$ cat src/rtl/rx_ctrl_pkg.sv
// Shared definitions for the C-PHY receive lane control block: decoder
// code values, FSM state encodings and state classification helpers.
package rx_ctrl_pkg;

  // 2-bit codes from the LP control decoder
  localparam logic [1:0] CODE_STOP   = 2'b00;
  localparam logic [1:0] CODE_HSRQ   = 2'b01;
  localparam logic [1:0] CODE_BRIDGE = 2'b10;
  localparam logic [1:0] CODE_LPRQ   = 2'b11;

  // Encodings are visible on StateOut, so they are fixed explicitly
  typedef enum logic [3:0] {
    ST_DISABLED  = 4'd0,
    ST_WAIT_STOP = 4'd1,
    ST_STOP      = 4'd2,
    ST_HS_RQST   = 4'd3,
    ST_HS_PREP   = 4'd4,
    ST_HS_SETTLE = 4'd5,
    ST_HS_RX     = 4'd6,
    ST_HS_EXIT   = 4'd7,
    ST_LP_RQST   = 4'd8,
    ST_LP_YIELD  = 4'd9,
    ST_TA_RQST   = 4'd10,
    ST_ERR       = 4'd11
  } state_e;

  // LP sequencing states guarded by the timeout counter
  function automatic logic is_timed_state(input state_e s);
    return (s == ST_HS_RQST) || (s == ST_HS_EXIT) || (s == ST_LP_RQST) ||
           (s == ST_LP_YIELD) || (s == ST_TA_RQST);
  endfunction

  // States where the decoder is off and its output (00) is meaningless
  function automatic logic is_decoder_off(input state_e s);
    return (s == ST_DISABLED) || (s == ST_HS_SETTLE) || (s == ST_HS_RX);
  endfunction

endpackage

$ cat src/rtl/rx_ctrl_glitch_filter.sv
// Glitch filter for the LP control code. A code is accepted after
// FILT_CYCLES consecutive identical samples; CodeEvt pulses for one cycle
// when the accepted code changes or when nothing was accepted since Clear.
// Ports: Clk, Rst (sync, active-high), Clear (forget accepted code),
//        CodeIn[1:0] raw decoder code, AccCode[1:0] accepted code,
//        CodeEvt one-cycle acceptance event.
module rx_ctrl_glitch_filter
  import rx_ctrl_pkg::*;
#(
  parameter int unsigned FILT_CYCLES = 4
) (
  input  logic       Clk,
  input  logic       Rst,
  input  logic       Clear,
  input  logic [1:0] CodeIn,
  output logic [1:0] AccCode,
  output logic       CodeEvt
);

  localparam int unsigned CW = $clog2(FILT_CYCLES + 1);

  logic [CW-1:0] cnt_q, cnt_d;
  logic [1:0]    cand_q, cand_d;
  logic [1:0]    acc_q, acc_d;
  logic          nocode_q, nocode_d;
  logic          evt_q, evt_d;

  // Candidate tracking; a zero count means no candidate is held
  always_comb begin
    cnt_d    = cnt_q;
    cand_d   = cand_q;
    acc_d    = acc_q;
    nocode_d = nocode_q;
    evt_d    = 1'b0;
    if (Clear) begin
      nocode_d = 1'b1;
      cnt_d    = '0;
    end else if ((cnt_q == '0) || (CodeIn != cand_q)) begin
      cand_d = CodeIn;
      cnt_d  = CW'(1);
    end else if (cnt_q != CW'(FILT_CYCLES)) begin
      cnt_d = cnt_q + CW'(1);
      if (cnt_q == CW'(FILT_CYCLES - 1)) begin
        acc_d    = cand_q;
        nocode_d = 1'b0;
        evt_d    = nocode_q || (cand_q != acc_q);
      end
    end
  end

  always_ff @(posedge Clk) begin
    if (Rst) begin
      cnt_q    <= '0;
      cand_q   <= CODE_STOP;
      acc_q    <= CODE_STOP;
      nocode_q <= 1'b1;
      evt_q    <= 1'b0;
    end else begin
      cnt_q    <= cnt_d;
      cand_q   <= cand_d;
      acc_q    <= acc_d;
      nocode_q <= nocode_d;
      evt_q    <= evt_d;
    end
  end

  assign AccCode = acc_q;
  assign CodeEvt = evt_q;

endmodule

$ cat src/rtl/rx_ctrl_fsm.sv
// Receive-side C-PHY lane control FSM: filters the LP control code and
// sequences Stop -> HS entry -> HS burst -> Stop and the LP-request ->
// Yield -> Turnaround path.
// Ports: Clk, Rst (sync, active-high), Enable lane enable, CtrlCode[1:0]
//        decoder code, HsDone burst-end pulse; CtrlDecoderEn, HsSettle,
//        HsRxEn levels, TaReq / ErrCtrl entry pulses, StateOut[3:0] debug.
module rx_ctrl_fsm
  import rx_ctrl_pkg::*;
#(
  parameter int unsigned FILT_CYCLES    = 4,
  parameter int unsigned SETTLE_CYCLES  = 8,
  parameter int unsigned TIMEOUT_CYCLES = 1024
) (
  input  logic       Clk,
  input  logic       Rst,
  input  logic       Enable,
  input  logic [1:0] CtrlCode,
  input  logic       HsDone,
  output logic       CtrlDecoderEn,
  output logic       HsSettle,
  output logic       HsRxEn,
  output logic       TaReq,
  output logic       ErrCtrl,
  output logic [3:0] StateOut
);

  localparam int unsigned SW = $clog2(SETTLE_CYCLES + 1);
  localparam int unsigned TW = $clog2(TIMEOUT_CYCLES + 1);

  state_e        state_q, state_d;
  logic [SW-1:0] settle_q, settle_d;
  logic [TW-1:0] tmo_q, tmo_d;
  logic          dec_en_q, dec_en_d;
  logic          hs_settle_q, hs_settle_d;
  logic          hs_rx_en_q, hs_rx_en_d;
  logic          ta_req_q, ta_req_d;
  logic          err_q, err_d;
  logic [1:0]    acc_code;
  logic          code_evt;
  logic          filt_clear_c;

  assign filt_clear_c = is_decoder_off(state_q);

  rx_ctrl_glitch_filter #(
    .FILT_CYCLES(FILT_CYCLES)
  ) u_filter (
    .Clk    (Clk),
    .Rst    (Rst),
    .Clear  (filt_clear_c),
    .CodeIn (CtrlCode),
    .AccCode(acc_code),
    .CodeEvt(code_evt)
  );

  // Next state, counters and registered outputs
  always_comb begin
    state_d  = state_q;
    settle_d = settle_q;
    tmo_d    = tmo_q;

    case (state_q)
      ST_DISABLED:  if (Enable) state_d = ST_WAIT_STOP;
      ST_WAIT_STOP: if (code_evt && (acc_code == CODE_STOP)) state_d = ST_STOP;
      ST_STOP: if (code_evt) begin
        if (acc_code == CODE_HSRQ)        state_d = ST_HS_RQST;
        else if (acc_code == CODE_LPRQ)   state_d = ST_LP_RQST;
        else if (acc_code == CODE_BRIDGE) state_d = ST_ERR;
      end
      ST_HS_RQST: if (code_evt) begin
        if (acc_code == CODE_BRIDGE)    state_d = ST_HS_PREP;
        else if (acc_code == CODE_STOP) state_d = ST_STOP;
        else if (acc_code == CODE_LPRQ) state_d = ST_ERR;
      end
      ST_HS_PREP: begin
        state_d  = ST_HS_SETTLE;
        settle_d = SW'(SETTLE_CYCLES - 1);
      end
      ST_HS_SETTLE: begin
        if (settle_q == '0) state_d = ST_HS_RX;
        else                settle_d = settle_q - SW'(1);
      end
      ST_HS_RX:   if (HsDone) state_d = ST_HS_EXIT;
      ST_HS_EXIT: if (code_evt) state_d = (acc_code == CODE_STOP) ? ST_STOP : ST_ERR;
      ST_LP_RQST: if (code_evt) begin
        if (acc_code == CODE_BRIDGE)    state_d = ST_LP_YIELD;
        else if (acc_code == CODE_STOP) state_d = ST_STOP;
        else if (acc_code == CODE_HSRQ) state_d = ST_ERR;
      end
      ST_LP_YIELD: if (code_evt) begin
        if (acc_code == CODE_LPRQ)      state_d = ST_TA_RQST;
        else if (acc_code == CODE_STOP) state_d = ST_STOP;
        else if (acc_code == CODE_HSRQ) state_d = ST_ERR;
      end
      ST_TA_RQST: if (code_evt) state_d = (acc_code == CODE_STOP) ? ST_STOP : ST_ERR;
      ST_ERR:     if (code_evt && (acc_code == CODE_STOP)) state_d = ST_STOP;
      default:    state_d = ST_DISABLED;
    endcase

    // Timeout only fires when no code transition was taken this cycle
    if (is_timed_state(state_q) && (state_d == state_q) &&
        (tmo_q == TW'(TIMEOUT_CYCLES - 1))) begin
      state_d = ST_ERR;
    end

    if (!Enable) state_d = ST_DISABLED;

    if ((state_d != state_q) || !is_timed_state(state_q)) tmo_d = '0;
    else                                                  tmo_d = tmo_q + TW'(1);

    // Outputs follow the state being entered so they align with state_q
    dec_en_d    = !is_decoder_off(state_d);
    hs_settle_d = (state_d == ST_HS_SETTLE);
    hs_rx_en_d  = (state_d == ST_HS_RX);
    ta_req_d    = (state_d == ST_TA_RQST) && (state_q != ST_TA_RQST);
    err_d       = (state_d == ST_ERR) && (state_q != ST_ERR);
  end

  always_ff @(posedge Clk) begin
    if (Rst) begin
      state_q     <= ST_DISABLED;
      settle_q    <= '0;
      tmo_q       <= '0;
      dec_en_q    <= 1'b0;
      hs_settle_q <= 1'b0;
      hs_rx_en_q  <= 1'b0;
      ta_req_q    <= 1'b0;
      err_q       <= 1'b0;
    end else begin
      state_q     <= state_d;
      settle_q    <= settle_d;
      tmo_q       <= tmo_d;
      dec_en_q    <= dec_en_d;
      hs_settle_q <= hs_settle_d;
      hs_rx_en_q  <= hs_rx_en_d;
      ta_req_q    <= ta_req_d;
      err_q       <= err_d;
    end
  end

  assign CtrlDecoderEn = dec_en_q;
  assign HsSettle      = hs_settle_q;
  assign HsRxEn        = hs_rx_en_q;
  assign TaReq         = ta_req_q;
  assign ErrCtrl       = err_q;
  assign StateOut      = state_q;

endmodule

$ cat config.mk
export PLATFORM = sky130hd
export DESIGN_NAME = rx_ctrl_fsm
export DESIGN_NICKNAME = d
export VERILOG_FILES = /design/src/rtl/rx_ctrl_pkg.sv /design/src/rtl/rx_ctrl_glitch_filter.sv /design/src/rtl/rx_ctrl_fsm.sv
export SDC_FILE = /design/constraint.sdc
export NUM_CORES = 1
export LEC_CHECK = 0
export ABC_AREA = 1
export CELL_PAD_IN_SITES_DETAIL_PLACEMENT = 1
export CELL_PAD_IN_SITES_GLOBAL_PLACEMENT = 1
export CORE_MARGIN = 8
export CORE_UTILIZATION = 45
export CTS_CLUSTER_DIAMETER = 50
export DETAILED_ROUTE_END_ITERATION = 10
export PLACE_DENSITY_LB_ADDON = 0.1
export SLEW_MARGIN = 20
export SYNTH_ARGS = -nofsm -noshare
export SYNTH_HDL_FRONTEND = slang
export SYNTH_HIERARCHICAL = 1
export SYNTH_SLANG_ARGS = --single-unit
$ cat constraint.sdc
create_clock -name Clk -period 5.9 [get_ports Clk]
set_input_delay 1.18 -clock Clk [delete_from_list [all_inputs] [get_ports Clk]]
set_output_delay 1.18 -clock Clk [all_outputs]
set_load 0.02 [all_outputs]
==> After elaboration in Yosys (flattened, before gate mapping) <==
Cells that the tools add are included.
{ "classes": {"addsub": 3, "eq_ne": 28, "muxes": 27, "bitwise": 4, "n_reduce_logical": 35} }
{ "ops": {"columns": ["operator", "n"], "rows": [
  ["$mux W4", 23],
  ["$pmux W4 S10", 1],
  ["$eq A4 B3 Y1 const B", 6],
  ["$eq A4 B4 Y1 const B", 6],
  ["$logic_not A4 Y1", 3],
  ["$add A11 B1 Y11 const B", 1],
  ["$eq A11 B10 Y1 const B", 1],
  ["$logic_or A1 B1 Y1", 11],
  ["$eq A4 B2 Y1 const B", 2],
  ["$ne A4 B4 Y1 const B", 2],
  ["$pmux W4 S2", 1],
  ["$reduce_or A2 Y1", 4],
  ["$logic_and A1 B1 Y1", 5],
  ["$reduce_or A5 Y1", 1],
  ["$eq A2 B2 Y1 const B", 2],
  ["$eq A4 B1 Y1 const B", 1],
  ["$eq A4 B4 Y1", 1],
  ["$ne A2 B2 Y1", 2],
  ["$ne A4 B4 Y1", 1],
  ["$not A1 Y1", 4],
  ["$reduce_and A2 Y1", 2],
  ["$reduce_and A4 Y1", 1],
  ["$reduce_bool A2 Y1", 2],
  ["$sub A4 B1 Y4 const B", 1],
  ["11 further kinds", 13]
]} }
{ "totals": {"ff_bits": 33, "output_inout_bits": 9, "word_cells": 111} }

==> Depth between registers and ports, before layout <==
Gate-level depths: netlist of run 1.
{ "depth": {"word_depth": 15, "ltp_mapped": 21, "mapped_depth_nobuf": 19} }

==> Cells and area by module <==
The synthesis of run 1 kept the hierarchy.
{ "by_module_without_submodules": {"columns": ["module", "instances", "cells_per_inst", "area_each_um2", "seq_area_each_um2"], "rows": [
  ["rx_ctrl_fsm", 1, 257, 1629.1, 480.5],
  ["rx_ctrl_glitch_filter", 1, 75, 508.0, 180.2]
]} }

==> Least setup slack after synthesis of run 1 <==
No wires, ideal clock.
{ "synth_path": {"path_type": "input port to flip-flop", "start": "in Enable", "end": "reg tmo_q[2]", "setup_ns": 0.117, "t_arrival_ns": 2.357, "t_required_ns": 5.783, "slack_ns": 3.426, "stages": 16, "n_path_buf": 2, "path_cell_list": "buf_2 -> nand2_1 -> nand2_1 -> inv_1 -> nand3_2 -> nand2_1 -> nand2_1 -> nand2_4 -> nand2_4 -> nand2_4 -> nand2_1 -> nand2_1 -> nor2_1 -> nand2_1 -> buf_6 -> nor2_2"} }
{ "synth_via": {"elab_chain_len": 10} }
{ "synth_lines": {"columns": ["item", "line_no", "rtl"], "rows": [
  ["from (decl)", "rx_ctrl_fsm.sv:16", "input logic Enable,"],
  ["$mux W4", "rx_ctrl_fsm.sv:62", "ST_DISABLED: if (Enable) state_d = ST_WAIT_STOP;"],
  ["$pmux W4 S10", "rx_ctrl_fsm.sv:61", "case (state_q)"],
  ["$eq A4 B4 Y1", "rx_ctrl_fsm.sv:100", "if (is_timed_state(state_q) && (state_d == state_q) &&"],
  ["$logic_and A1 B1 Y1 (2 in a row)", "rx_ctrl_fsm.sv:100", null],
  ["$mux W4", "rx_ctrl_fsm.sv:100", null],
  ["$mux W4 (*)", "rx_ctrl_fsm.sv:105", "if (!Enable) state_d = ST_DISABLED;"],
  ["$ne A4 B4 Y1 (*)", "rx_ctrl_fsm.sv:107", "if ((state_d != state_q) || !is_timed_state(state_q)) tmo_d = '0;"],
  ["$logic_or A1 B1 Y1 (*)", "rx_ctrl_fsm.sv:107", null],
  ["$reduce_or A2 Y1 (no source line) (*)", null, null],
  ["to (signal assigned)", "rx_ctrl_fsm.sv:131", "tmo_q <= tmo_d;"],
  ["to (decl)", "rx_ctrl_fsm.sv:32", "logic [TW-1:0] tmo_q, tmo_d;"]
]} }
Mark *: on every way between the ends. The rest lies on a longest branch, timed or not.
A chain may end at the register's enable or synchronous reset.

==> Worst setup path in the final report of run 1 <==
{ "layout_path": {"start": "in Enable", "end": "reg tmo_q[3]"} }
The elaborated chain is that of the path after synthesis.

==> results of run 1 <==
layer usage:
layer / share of wire / vias to the layer above / global-route usage
li1: - / 1078 / -
met4: 0.015 / 0 / 0.0437
met3: 0.023 / 10 / 0.0376
met5: 0 / - / 0
met2: 0.47 / 21 / 0.271
met1: 0.49 / 951 / 0.198
Yosys cell counts:
master	instances	share of area
sky130_fd_sc_hd__buf_6	2	0.011
sky130_fd_sc_hd__nand3_2	2	0.0094
sky130_fd_sc_hd__nand2_1	79	0.14
sky130_fd_sc_hd__nand3b_2	1	0.0053
sky130_fd_sc_hd__xor2_1	4	0.016
sky130_fd_sc_hd__clkbuf_1	1	0.0018
sky130_fd_sc_hd__buf_2	2	0.0047
sky130_fd_sc_hd__a31oi_1	2	0.0059
sky130_fd_sc_hd__o21ai_0	11	0.026
sky130_fd_sc_hd__inv_2	7	0.012
sky130_fd_sc_hd__nand4_1	10	0.029
sky130_fd_sc_hd__nor2_2	16	0.047
sky130_fd_sc_hd__nor2_1	47	0.083
sky130_fd_sc_hd__and3_1	1	0.0029
sky130_fd_sc_hd__nor3_1	3	0.0070
sky130_fd_sc_hd__dfxtp_1	33	0.31
sky130_fd_sc_hd__mux2i_1	2	0.0094
sky130_fd_sc_hd__a21oi_1	6	0.014
sky130_fd_sc_hd__o21ai_1	3	0.0070
sky130_fd_sc_hd__nor4_1	2	0.0059
sky130_fd_sc_hd__inv_1	45	0.079
sky130_fd_sc_hd__a221oi_1	1	0.0041
sky130_fd_sc_hd__nand3_1	27	0.063
sky130_fd_sc_hd__and2_1	1	0.0029
sky130_fd_sc_hd__nand2_2	5	0.015
sky130_fd_sc_hd__xnor2_1	4	0.016
sky130_fd_sc_hd__nor3_2	1	0.0047
sky130_fd_sc_hd__nand2_4	3	0.016
sky130_fd_sc_hd__o22ai_1	1	0.0029
sky130_fd_sc_hd__inv_4	1	0.0029
sky130_fd_sc_hd__ha_1	5	0.029
sky130_fd_sc_hd__nor2_4	3	0.016
sky130_fd_sc_hd__o21a_1	1	0.0035
worst min path at each step:
stage,end,slack [ps],cells past startpoint
2_1_floorplan,tmo_q[0],430,1
3_3_place_gp,tmo_q[0],440,1
3_5_place_dp,tmo_q[0],440,1
4_1_cts,tmo_q[0],460,1
5_1_grt,tmo_q[0],480,1
6_report,tmo_q[0],460,1
cell families after synthesis:
family	after synthesis	synth area share
flops	33	0.309
compound gates	25	0.0632
xor+xnor	8	0.0328
fa+ha+maj	5	0.0293
mux	2	0.00937
simple gates	201	0.445
buf+inv	58	0.111
layout make-up:
class | count | area (um^2)
Inverter | 53 | 201
Sequential cell | 33 | 661
Fill cell | 656 | 2280
Timing Repair Buffer | 14 | 140
Tap cell | 54 | 67.6
Clock inverter | 1 | 5.00
Clock buffer | 5 | 68.8
Multi-Input combinational cell | 241 | 1240
flip-flops by register name, summed over array words and instances (netlist names):
| name | cells |
|---|---|
| tmo_q | 11 |
| StateOut | 4 |
| settle_q | 4 |
| u_filter/cnt_q | 3 |
| u_filter/AccCode | 2 |
| u_filter/cand_q | 2 |
| CtrlDecoderEn | 1 |
| ErrCtrl | 1 |
| HsRxEn | 1 |
| HsSettle | 1 |
| TaReq | 1 |
| u_filter/CodeEvt | 1 |
| u_filter/nocode_q | 1 |
power by group through the flow:
stage	Combinational [mW]	Sequential (mW)	Clock (mW)
global placement	0.0296	0.231	0
CTS	0.0303	0.226	0.163
global route	0.0339	0.227	0.169
finish	0.0302	0.226	0.156
floorplan	0.0204	0.231	0
detailed placement	0.0302	0.231	0
worst register-to-register path, stage by stage, from the launching register on:
cell	delay [ps]
sky130_fd_sc_hd__dfxtp_1	600
sky130_fd_sc_hd__inv_4	130
sky130_fd_sc_hd__nand2_1	130
sky130_fd_sc_hd__inv_1	70
sky130_fd_sc_hd__nand2_1	110
sky130_fd_sc_hd__nor2_1	70
sky130_fd_sc_hd__nor3_2	240
sky130_fd_sc_hd__nand3_2	120
sky130_fd_sc_hd__nand2_1	70
sky130_fd_sc_hd__nand2_1	90
sky130_fd_sc_hd__nand2_4	130
sky130_fd_sc_hd__nand2_4	70
sky130_fd_sc_hd__nand2_4	80
sky130_fd_sc_hd__nand2_1	60
sky130_fd_sc_hd__nand2_1	60
sky130_fd_sc_hd__nor2_1	40
sky130_fd_sc_hd__nand2_1	430
sky130_fd_sc_hd__nor2_1	80
stage by stage:
stage,cells,hold WS (ps),util,instance area [um^2],total power [mW]
floorplan,332,427,-,2140,0.251
global placement,395,437,0.495,2310,0.261
detailed placement,395,444,0.495,2310,0.262
CTS,401,461,0.511,2380,0.419
global route,401,484,0.511,2380,0.430
finish,401,456,0.511,2380,0.413
==> impl_summary.log, run 1 <==
INFO  metric seq_area_frac_synth = 0.309
INFO  metric crit_fanout = 11
INFO  metric ioPinCount = 15
INFO  metric postRouteAntennaNets = 0
INFO  metric syn-mean-instance-area = 6.44 um^2
INFO  metric detailroute.via_count = 2,060
INFO  metric drt_drc_violations_left = 0
INFO  metric synthesis_warning_total = 6
INFO  metric path_cells = clkdlybuf4s50_1 -> nand2_1 -> nand2_1 -> inv_1 -> nand3_2 -> nand2_1 -> nand2_1 -> nand2_4 -> nand2_4 -> nand2_4 -> nand2_1 -> nand2_1 -> nor2_1 -> nand2_1 -> nor2_1
INFO  metric number_of_library_cell_types_mapped_by_synthesis = 33
INFO  metric layout_cells_sized_above_1 = 0.130
INFO  metric grt_max_degree = 16
INFO  metric rr_endpoint = tmo_q[3]
INFO  metric r2r_slack = 3180 ps
INFO  metric power.net_switching = 99.9 uW
INFO  metric global_route.usage.total = 0.161
INFO  metric arrival = 3270 ps
INFO  metric cts.path.max_buffers = 2
INFO  metric synth_seq_cells = 33
INFO  metric clock_tree.htree_level_count = 2
INFO  metric portion_of_total_power_attributed_to_the_clock_network = 0.378
INFO  metric ir_drop = 0.0913 mV
INFO  metric post_cts_buffers = 0
INFO  metric maxCapViolations = 0
INFO  metric slew_violations = 0
INFO  metric final_worst_path_period_share = 0.530
INFO  metric cts_inserted_buffers = 5
INFO  metric gp_routability_congestion = 0.903
INFO  metric wl_per_cell = 13.7 um
INFO  metric place.port_buffers = 14
INFO  metric grt_pass1_wl = 9580 um
INFO  metric cp_num_cells = 15
INFO  metric fp-row-count = 25
INFO  metric timing.critical_path.buf_inv = 2
INFO  metric critical-path-top-cell-by-count = sky130_fd_sc_hd__nand2_1
INFO  metric clock_skew = 9.63 ps
INFO  metric die-width = 84.9 um
INFO  metric finalHoldViolations = 0
INFO  metric comb_power_share = 0.073
INFO  metric setup.worst_path.end = tmo_q[3]
INFO  metric finalSetupViolations = 0
INFO  metric power_switching_share = 0.242
INFO  metric timing.critical_path.to_type = flip-flop
INFO  metric gr-total-overflow = 0
INFO  metric post-place-ws = 2470 ps
INFO  metric drt-total-wl = 5480 um
INFO  metric min_from = tmo_q[0]
INFO  metric dieHeight = 84.9 um
INFO  metric detailedRoute.firstPassIterationCount = 4
INFO  metric critical_path_class = in -> reg
INFO  metric design.core.area = 4660 um^2
INFO  metric mostFrequentLayoutCell = sky130_fd_sc_hd__nand2_1
INFO  metric run_status = complete, no violations
INFO  metric max_freq = 0.320 GHz
INFO  metric critical_path_required = 6040 ps
INFO  metric synth.cell_area = 2140 um^2
INFO  metric clkSinkCount = 33
INFO  metric clk_pin_slew = 60 ps
INFO  metric slew_headroom = 0.541
INFO  metric avgViaCountPerCell = 5.14
INFO  metric unrepaired_setup_endpoints_after_global_routing = no
INFO  metric crit_start = Enable
INFO  metric clk_root_buffer_cell = sky130_fd_sc_hd__clkbuf_8
INFO  metric layout_setup_ws = 2770 ps
INFO  metric grt_antenna_before_repair = 0
INFO  metric worst-slew-pin-transition = 686 ps
INFO  metric via_count_of_the_first_global_routing_pass = 2,048
INFO  metric post_cts_resize_count = 0
INFO  metric cp-start-kind = input port
INFO  metric initial_utilization = 0.459
INFO  metric tmin_final = 3130 ps
INFO  metric critPathMaxStageDelay = 590 ps
INFO  metric proportion_of_power_drawn_by_flip_flops_and_latches = 0.549
INFO  metric nets = 359
INFO  metric detailedPlacementHpwl = 4440 um
INFO  metric clock_tree_from_tritoncts = done
INFO  metric number_of_instances_in_the_synthesized_netlist = 332
INFO  metric syn2layout_area_growth = 11.5%
INFO  metric worst_hold_path_type = reg -> reg
INFO  metric p_per_area = 173 nW/um^2
INFO  metric r2r_start = StateOut[0]
INFO  metric clock_latency = 280 ps
INFO  metric synth_fp_nets = 343
INFO  metric cpLargestDelayFamily = simple AND/OR/NAND/NOR gates
INFO  metric reg2reg_depth = 17
INFO  metric first_iter_violations = 45
INFO  metric cts_hold_buffers = 0
INFO  metric cell_type_of_the_slowest_stage_on_the_worst_timing_path = sky130_fd_sc_hd__clkdlybuf4s50_1
INFO  metric fp.dieArea = 7210 um^2
INFO  metric power.leakage = 1.09 nW
INFO  metric p_int = 313 uW
INFO  metric n_antenna_cell = 0
INFO  metric final_cell_mix = sky130_fd_sc_hd__nand2_1 (79), sky130_fd_sc_hd__nor2_1 (47), sky130_fd_sc_hd__inv_1 (45)
INFO  metric totalNegativeSetupSlack = 0 ps
(Power assumes the default switching activity.)
==> run 2, diff against run 1 <==
CORE_UTILIZATION = 41   (was 45)
clock period = 3.06 ns   (was 5.9 ns; I/O delays follow)
==> run 2 against run 1 <==
Net effect:
- routed wire length rose by 1.1%
- total power increased by 100%
- first-iteration DRC count up 49%
- sequential power is 93% higher
- via count is 0.44% higher
- final cell count grew 5.0%
- clock power grew 110%
- critical path type is now reg -> reg
- highest routed layer unchanged
==> impl_summary.log, run 2 (synthesis gave the netlist of run 1 again) <==
INFO  metric design.core.area = 5070 um^2 (+8.9%)
INFO  metric postLayoutCoreUtil = 0.479 (-0.0323)
INFO  metric multi_input_comb_area = 1240 um^2 (unchanged)
INFO  metric n_fill_cell = 715 (+9.0%)
INFO  metric via_count_of_the_first_global_routing_pass = 2,084 (+1.8%)
INFO  metric cp-start-kind = flip-flop
INFO  metric post_cts_buffers = 0 (unchanged)
INFO  metric global_route.usage.total = 0.156 (-0.00504)
INFO  metric p_per_area = 340 nW/um^2 (+96%)
INFO  metric post-place-ws = 351 ps (-2120 ps)
INFO  metric gp_routability_congestion = 0.895 (-0.93%)
INFO  metric n_antenna_cell = 0 (unchanged)
INFO  metric critical_path_required = 3220 ps (-2820 ps)
INFO  metric clock_latency = 290 ps (about the same)
INFO  metric reg2reg_depth = 15 (-2)
INFO  metric min_from = tmo_q[0]
INFO  metric layout_setup_ws = 355 ps (-2420 ps)
INFO  metric clock_tree.htree_level_count = 2 (unchanged)
INFO  metric clock_tree_from_tritoncts = done
INFO  metric initial_utilization = 0.421 (-0.0374)
INFO  metric r2r_slack = 360 ps (-2820 ps)
INFO  metric place.port_buffers = 14 (unchanged)
INFO  metric cts_hold_buffers = 0 (unchanged)
INFO  metric placed_area = 2340 um^2 (+1.5%)
INFO  metric arrival = 2860 ps (-410 ps)
INFO  metric mostFrequentLayoutCell = sky130_fd_sc_hd__nand2_1
INFO  metric critPathMaxStageDelay = 620 ps (+30 ps)
INFO  metric clkSinkCount = 33 (unchanged)
INFO  metric largest-register = tmo_q
INFO  metric final_cell_mix = sky130_fd_sc_hd__nand2_1 (79), sky130_fd_sc_hd__nor2_1 (47), sky130_fd_sc_hd__inv_1 (45)
INFO  metric worst_hold_path_type = reg -> reg
INFO  metric power.leakage = 1.10 nW (+1.3%)
INFO  metric path_cells = nand2_2 -> inv_1 -> nand2_1 -> o21ai_0 -> nor3_2 -> nand3_2 -> nand2_1 -> nand2_1 -> nand2_4 -> nand2_2 -> nand2_1 -> nand3_1 -> nor2_1 -> nand2_1 -> nor2_1
INFO  metric avgViaCountPerCell = 4.91 (-4.3%)
INFO  metric clk_root_buffer_cell = sky130_fd_sc_hd__clkbuf_8
INFO  metric post_cts_resize_count = 0 (unchanged)
INFO  metric detailedPlacementHpwl = 4470 um (+0.66%)
INFO  metric grt_pass1_wl = 9540 um (-0.44%)
INFO  metric cts_inserted_buffers = 5 (unchanged)
INFO  metric r2r_start = StateOut[1]
INFO  metric maxCapViolations = 0 (unchanged)
INFO  metric gr-total-overflow = 0 (unchanged)
INFO  metric wl_per_cell = 13.2 um (-3.7%)
INFO  metric max_freq = 0.370 GHz
INFO  metric crit_fanout = 11 (unchanged)
INFO  metric die-width = 88.2 um (+3.9%)
INFO  metric dieHeight = 88.2 um (+3.9%)
INFO  metric final_worst_path_period_share = 0.884
INFO  metric cts.path.max_buffers = 2 (unchanged)
INFO  metric ioPinCount = 15 (unchanged)
INFO  metric min_delay_path_depth = 1 (unchanged)
INFO  metric unrepaired_setup_endpoints_after_global_routing = no
INFO  metric finalSetupViolations = 0 (unchanged)
INFO  metric postRouteAntennaNets = 0 (unchanged)
INFO  metric drt_drc_violations_left = 0 (unchanged)
INFO  metric grt_antenna_before_repair = 0 (unchanged)
INFO  metric critical-path-top-cell-by-count = sky130_fd_sc_hd__nand2_1
INFO  metric largest_register_ff_count = 11 (unchanged)
INFO  metric worst-slew-pin-transition = 559 ps (-127 ps)
INFO  metric syn2layout_area_growth = 13.7%
INFO  metric fin_hold_ws = 461 ps (+5.00 ps)
INFO  metric cell_type_of_the_slowest_stage_on_the_worst_timing_path = sky130_fd_sc_hd__dfxtp_1
INFO  metric stdcell_area = 2430 um^2 (+2.0%)
INFO  metric detailedRoute.firstPassIterationCount = 4 (unchanged)
INFO  metric run_status = complete, no violations
INFO  metric totalNegativeSetupSlack = 0 ps (unchanged)
INFO  metric finalHoldViolations = 0 (unchanged)
INFO  metric slew_violations = 0 (unchanged)
INFO  metric ir_drop = 0.213 mV (+130%)
INFO  metric timing.critical_path.to_type = flip-flop
INFO  metric grt_max_degree = 15 (-1)
INFO  metric clock_skew = 8.41 ps (-1.22 ps)
INFO  metric slew_headroom = 0.626 (+0.0855)
INFO  metric drt-total-wl = 5540 um (+1.1%)
INFO  metric detailroute.via_count = 2,069 (+0.44%)
INFO  metric fp.dieArea = 7780 um^2 (+7.9%)
INFO  metric rr_endpoint = tmo_q[3]
INFO  metric critical_path_class = reg -> reg
INFO  metric tmin_final = 2700 ps
INFO  metric layout_cells_sized_above_1 = 0.140 (+0.00992)
INFO  metric clk_pin_slew = 70 ps (about the same)
INFO  metric nets = 361 (+0.56%)
INFO  metric first_iter_violations = 67 (+49%)
INFO  metric regArea = 661 um^2 (unchanged)
INFO  metric hold_end = tmo_q[0]
INFO  metric fp-row-count = 26 (+4.0%)
==> run 2: report_power, final <==
| part | switching (mW) | internal [mW] |
|---|---|---|
| sequential | 0.00439 | 0.432 |
| combinational | 0.0370 | 0.0227 |
| clock | 0.173 | 0.157 |
| total | 0.215 | 0.612 |
==> run 2: layer usage <==
layer / share of wire / GRT usage
met4: 0.019 / 0.0568
met1: 0.47 / 0.188
met2: 0.48 / 0.267
met5: 0 / 0
met3: 0.029 / 0.0272
==> run 2: how the worst max path moves through the flow <==
| stage | from | cells after the start | slack [ps] | to |
|---|---|---|---|---|
| finish | StateOut[1] | 15 | 360 | tmo_q[3] |
| detailed placement | HsDone | 14 | 350 | tmo_q[8] |
| floorplan | StateOut[1] | 18 | 950 | tmo_q[6] |
| global route | StateOut[1] | 16 | 80 | tmo_q[6] |
| global placement | StateOut[1] | 17 | 410 | tmo_q[3] |
| CTS | StateOut[1] | 15 | 380 | tmo_q[3] |
==> run 2: critical path: cells and delay by family (launching register included) <==
family,cells,cell delay (ps)
and+or+nand+nor,13,1480
buffers and inverters,1,170
AOI/OAI and AO/OA,1,310
DFF,1,620
==> run 2: area by class of cell <==
type / instances / area share
multi-input cells: 241 / 0.510
flip-flops and latches: 33 / 0.272
inverters: 53 / 0.0829
repair buffers: 16 / 0.0639
well taps: 70 / 0.0360
clock buffers: 5 / 0.0283
clock inverters: 3 / 0.00721
==> run 2: metrics by stage <==
step | std cells | power (mW)
floorplan | 332 | 0.485
global placement | 413 | 0.505
detailed placement | 413 | 0.506
CTS | 421 | 0.836
global route | 421 | 0.864
finish | 421 | 0.827
==> run 3, diff against run 2 <==
ABC_AREA = default   (was 1)
CORE_UTILIZATION = 45   (was 41)
==> run 3 against run 2 <==
Net effect:
- sequential cell count unchanged
- die area down 1.7%
- clock skew fell by 0.70 ps
- critical path type unchanged
- largest cell class unchanged
==> impl_summary.log, run 3 <==
INFO  metric routed.top_layer = met4
INFO  metric critical_path_required = 3200 ps (-20 ps)
INFO  metric yosys.area.top_type_share = 0.288 (-0.0214)
INFO  metric synthFlopType = sky130_fd_sc_hd__dfxtp_1
INFO  metric post_synth_main_area_contributors = sky130_fd_sc_hd__dfxtp_1 (29%), sky130_fd_sc_hd__nor4_2 (6.0%), sky130_fd_sc_hd__xor2_1 (4.2%)
INFO  metric cts_hold_buffers = 0 (unchanged)
INFO  metric initial_utilization = 0.458 (+0.0372)
INFO  metric grt_pass1_wl = 10,100 um (+5.8%)
INFO  metric met2RoutedLength = 2850 um (+7.5%)
INFO  metric drt_drc_violations_left = 0 (unchanged)
INFO  metric slew_violations = 0 (unchanged)
INFO  metric worst-slew-pin-transition = 704 ps (+145 ps)
INFO  metric placed_area = 2620 um^2 (+12%)
INFO  metric r2r_start = settle_q[0]
INFO  metric clock_tree.htree_level_count = 2 (unchanged)
INFO  metric fp.dieArea = 7640 um^2 (-1.7%)
INFO  metric syn-mean-instance-area = 8.93 um^2 (+39%)
INFO  metric p_int = 650 uW (+6.3%)
INFO  metric power.leakage = 0.944 nW (-14%)
INFO  metric detailedRoute.firstPassIterationCount = 4 (unchanged)
INFO  metric number_of_library_cell_types_mapped_by_synthesis = 64 (+94%)
INFO  metric clk_pin_slew = 70 ps (about the same)
INFO  metric timing.critical_path.to_type = flip-flop
INFO  metric design.core.area = 5010 um^2 (-1.3%)
INFO  metric gp_routability_congestion = 0.814 (-9.0%)
INFO  metric n_antenna_cell = 0 (unchanged)
INFO  metric synth.cell_area = 2300 um^2 (+7.4%)
INFO  metric hold_end = settle_q[2]
INFO  metric clkSinkCount = 33 (unchanged)
INFO  metric p_per_area = 315 nW/um^2 (-7.5%)
INFO  metric grt_antenna_before_repair = 0 (unchanged)
INFO  metric rr_endpoint = tmo_q[1]
INFO  metric place.port_buffers = 14 (unchanged)
INFO  metric first_iter_violations = 118 (+76%)
INFO  metric comb_power_share = 0.097 (+0.025)
INFO  metric largest_register_ff_count = 11 (unchanged)
INFO  metric final_worst_path_period_share = 0.920 (+0.0362)
INFO  metric ioPinCount = 15 (unchanged)
INFO  metric unrepaired_setup_endpoints_after_global_routing = no
INFO  metric crit_fanout = 11 (unchanged)
INFO  metric synth_fp_nets = 268 (-22%)
INFO  metric layout_cells_sized_above_1 = 0.224 (+0.0842)
INFO  metric grt_max_degree = 20 (+5)
INFO  metric clk_root_buffer_cell = sky130_fd_sc_hd__clkbuf_8
INFO  metric number_of_instances_in_the_synthesized_netlist = 257 (-23%)
INFO  metric cp-start-kind = flip-flop
INFO  metric clock_latency = 290 ps (about the same)
INFO  metric cts_inserted_buffers = 5 (unchanged)
INFO  metric mostFrequentLayoutCell = sky130_fd_sc_hd__dfxtp_1
INFO  metric stdcell_area = 2710 um^2 (+11%)
INFO  metric clock_skew = 7.72 ps (-0.699 ps)
INFO  metric power_switching_share = 0.237 (-0.0231)
INFO  metric synth.most_common_cell = sky130_fd_sc_hd__dfxtp_1
INFO  metric netlist_top_cells_count = sky130_fd_sc_hd__dfxtp_1 (33), sky130_fd_sc_hd__nor2_1 (16), sky130_fd_sc_hd__a21oi_1 (13)
INFO  metric min_delay_path_depth = 2 (+1)
INFO  metric postRouteAntennaNets = 0 (unchanged)
INFO  metric post_cts_buffers = 0 (unchanged)
INFO  metric proportion_of_power_drawn_by_flip_flops_and_latches = 0.513 (-0.015)
INFO  metric critical_path_class = reg -> reg
INFO  metric via_count_of_the_first_global_routing_pass = 2,046 (-1.8%)
INFO  metric worst_hold_path_type = reg -> reg
INFO  metric clock_tree_from_tritoncts = done
INFO  metric portion_of_total_power_attributed_to_the_clock_network = 0.390 (-0.010)
INFO  metric run_status = complete, no violations
INFO  metric max_freq = 0.355 GHz (-3.9%)
INFO  metric seq_area_frac_synth = 0.288 (-0.0214)
INFO  metric drt-total-wl = 5920 um (+6.7%)
INFO  metric detailroute.wirelength.met3 = 217 um (+35%)
INFO  metric r2r_slack = 240 ps (-110 ps)
INFO  metric dieHeight = 87.4 um (-0.87%)
INFO  metric finalSetupViolations = 0 (unchanged)
INFO  metric ir_drop = 0.229 mV (+7.4%)
INFO  metric synth-edff-count = 0 (unchanged)
INFO  metric cts.path.max_buffers = 2 (unchanged)
INFO  metric avgViaCountPerCell = 5.71 (+16%)
INFO  metric arrival = 2960 ps (+100 ps)
INFO  metric maxCapViolations = 0 (unchanged)
INFO  metric share_of_synthesized_flip_flops_with_an_asynchronous_set_or_reset = 0 (unchanged)
INFO  metric tmin_final = 2820 ps (+111 ps)
INFO  metric slew_headroom = 0.529 (-0.0970)
INFO  metric finalHoldViolations = 0 (unchanged)
INFO  metric gr-total-overflow = 0 (unchanged)
INFO  metric detailroute.via_count = 2,033 (-1.7%)
INFO  metric wirelength_met1 = 2750 um (+4.8%)
INFO  metric largest-register = tmo_q
INFO  metric nets = 297 (-18%)
INFO  metric synth.largest_area_cell = sky130_fd_sc_hd__dfxtp_1
INFO  metric synthesis_warning_total = 6 (unchanged)
INFO  metric global_route.usage.total = 0.167 (+0.0114)
INFO  metric min_from = settle_q[2]
INFO  metric detailedPlacementHpwl = 4410 um (-1.2%)
INFO  metric fin_hold_ws = 489 ps (+27.9 ps)
INFO  metric power.net_switching = 202 uW (-6.1%)
INFO  metric reg2reg_depth = 11 (-4)
INFO  metric syn2layout_area_growth = 18.0%
INFO  metric fp-row-count = 26 (unchanged)
INFO  metric synth_seq_cells = 33 (unchanged)
INFO  metric die-width = 87.4 um (-0.87%)
INFO  metric final_cell_mix = sky130_fd_sc_hd__dfxtp_1 (32), sky130_fd_sc_hd__buf_4 (25), sky130_fd_sc_hd__nor2_1 (16)
INFO  metric wl_per_cell = 16.6 um (+26%)
## run 3: area by class of cell
| class | count | area (um^2) |
|---|---|---|
| fillers | 621 | 2300 |
| multi-input cells | 196 | 1470 |
| flip-flops and latches | 33 | 662 |
| repair buffers | 41 | 368 |
| well taps | 70 | 87.6 |
| clock buffers | 7 | 86.3 |
| inverters | 9 | 33.8 |
## run 3: worst max path at each step
stage	start	slack, ps	endpoint	cells past startpoint
finish	settle_q[0]	240	tmo_q[1]	11
floorplan	Enable	540	tmo_q[10]	9
global placement	Enable	-310	tmo_q[1]	8
detailed placement	Enable	-340	tmo_q[1]	8
global route	settle_q[0]	30	tmo_q[3]	11
CTS	StateOut[0]	180	tmo_q[1]	9
## run 3: repair_timing
action	in CTS	in global routing
gates resized for setup	1	1
hold endpoints to repair	0	0
endpoints found under the setup margin	11	3
## run 3: per-stage QoR
step	utilization	setup TNS (ps)	std cells	power, mW	setup WS [ps]
after CTS	0.540	0	356	0.864	180
after floorplan	-	0	257	0.495	543
after global routing	0.541	0	356	0.891	33.7
final	0.541	0	356	0.852	244
after global placement	0.522	-3190	349	0.528	-306
after detailed placement	0.522	-3500	349	0.529	-342
## run 3: cells by family (layout without fill, tap and decap cells)
family / Yosys count / after routing / synth area share
fa+ha+maj: 5 / 5 / 0.0272
compound gates: 49 / 49 / 0.160
mux: 6 / 6 / 0.0262
xor+xnor: 17 / 17 / 0.0648
buf+inv: 28 / 57 / 0.0790
simple gates: 119 / 119 / 0.355
flops: 33 / 33 / 0.288
## run 3: power groups by stage
| stage | Combinational, mW | Sequential (mW) | Clock, mW |
|---|---|---|---|
| 2_1_floorplan | 0.0494 | 0.446 | 0 |
| 3_3_place_gp | 0.0823 | 0.446 | 0 |
| 3_5_place_dp | 0.0824 | 0.446 | 0 |
| 4_1_cts | 0.0834 | 0.436 | 0.344 |
| 5_1_grt | 0.0908 | 0.437 | 0.363 |
| 6_report | 0.0829 | 0.437 | 0.332 |
## run 3: metal layers
metal,global-route usage,vias up
met3,0.0330,9
met4,0.0531,0
met5,0,-
met1,0.209,990
li1,-,1006
met2,0.278,28
## run 3: critical path, cell delays in order, from the launching register on
cell and delay [ps]:
sky130_fd_sc_hd__dfxtp_1 330, sky130_fd_sc_hd__inv_1 80, sky130_fd_sc_hd__ha_1 190, sky130_fd_sc_hd__nor3b_2 300
sky130_fd_sc_hd__a2111oi_2 130, sky130_fd_sc_hd__buf_4 170, sky130_fd_sc_hd__nor4_1 260, sky130_fd_sc_hd__a2bb2oi_1 150
sky130_fd_sc_hd__buf_4 170, sky130_fd_sc_hd__and4_1 200, sky130_fd_sc_hd__nor3_4 600, sky130_fd_sc_hd__nor4b_1 120
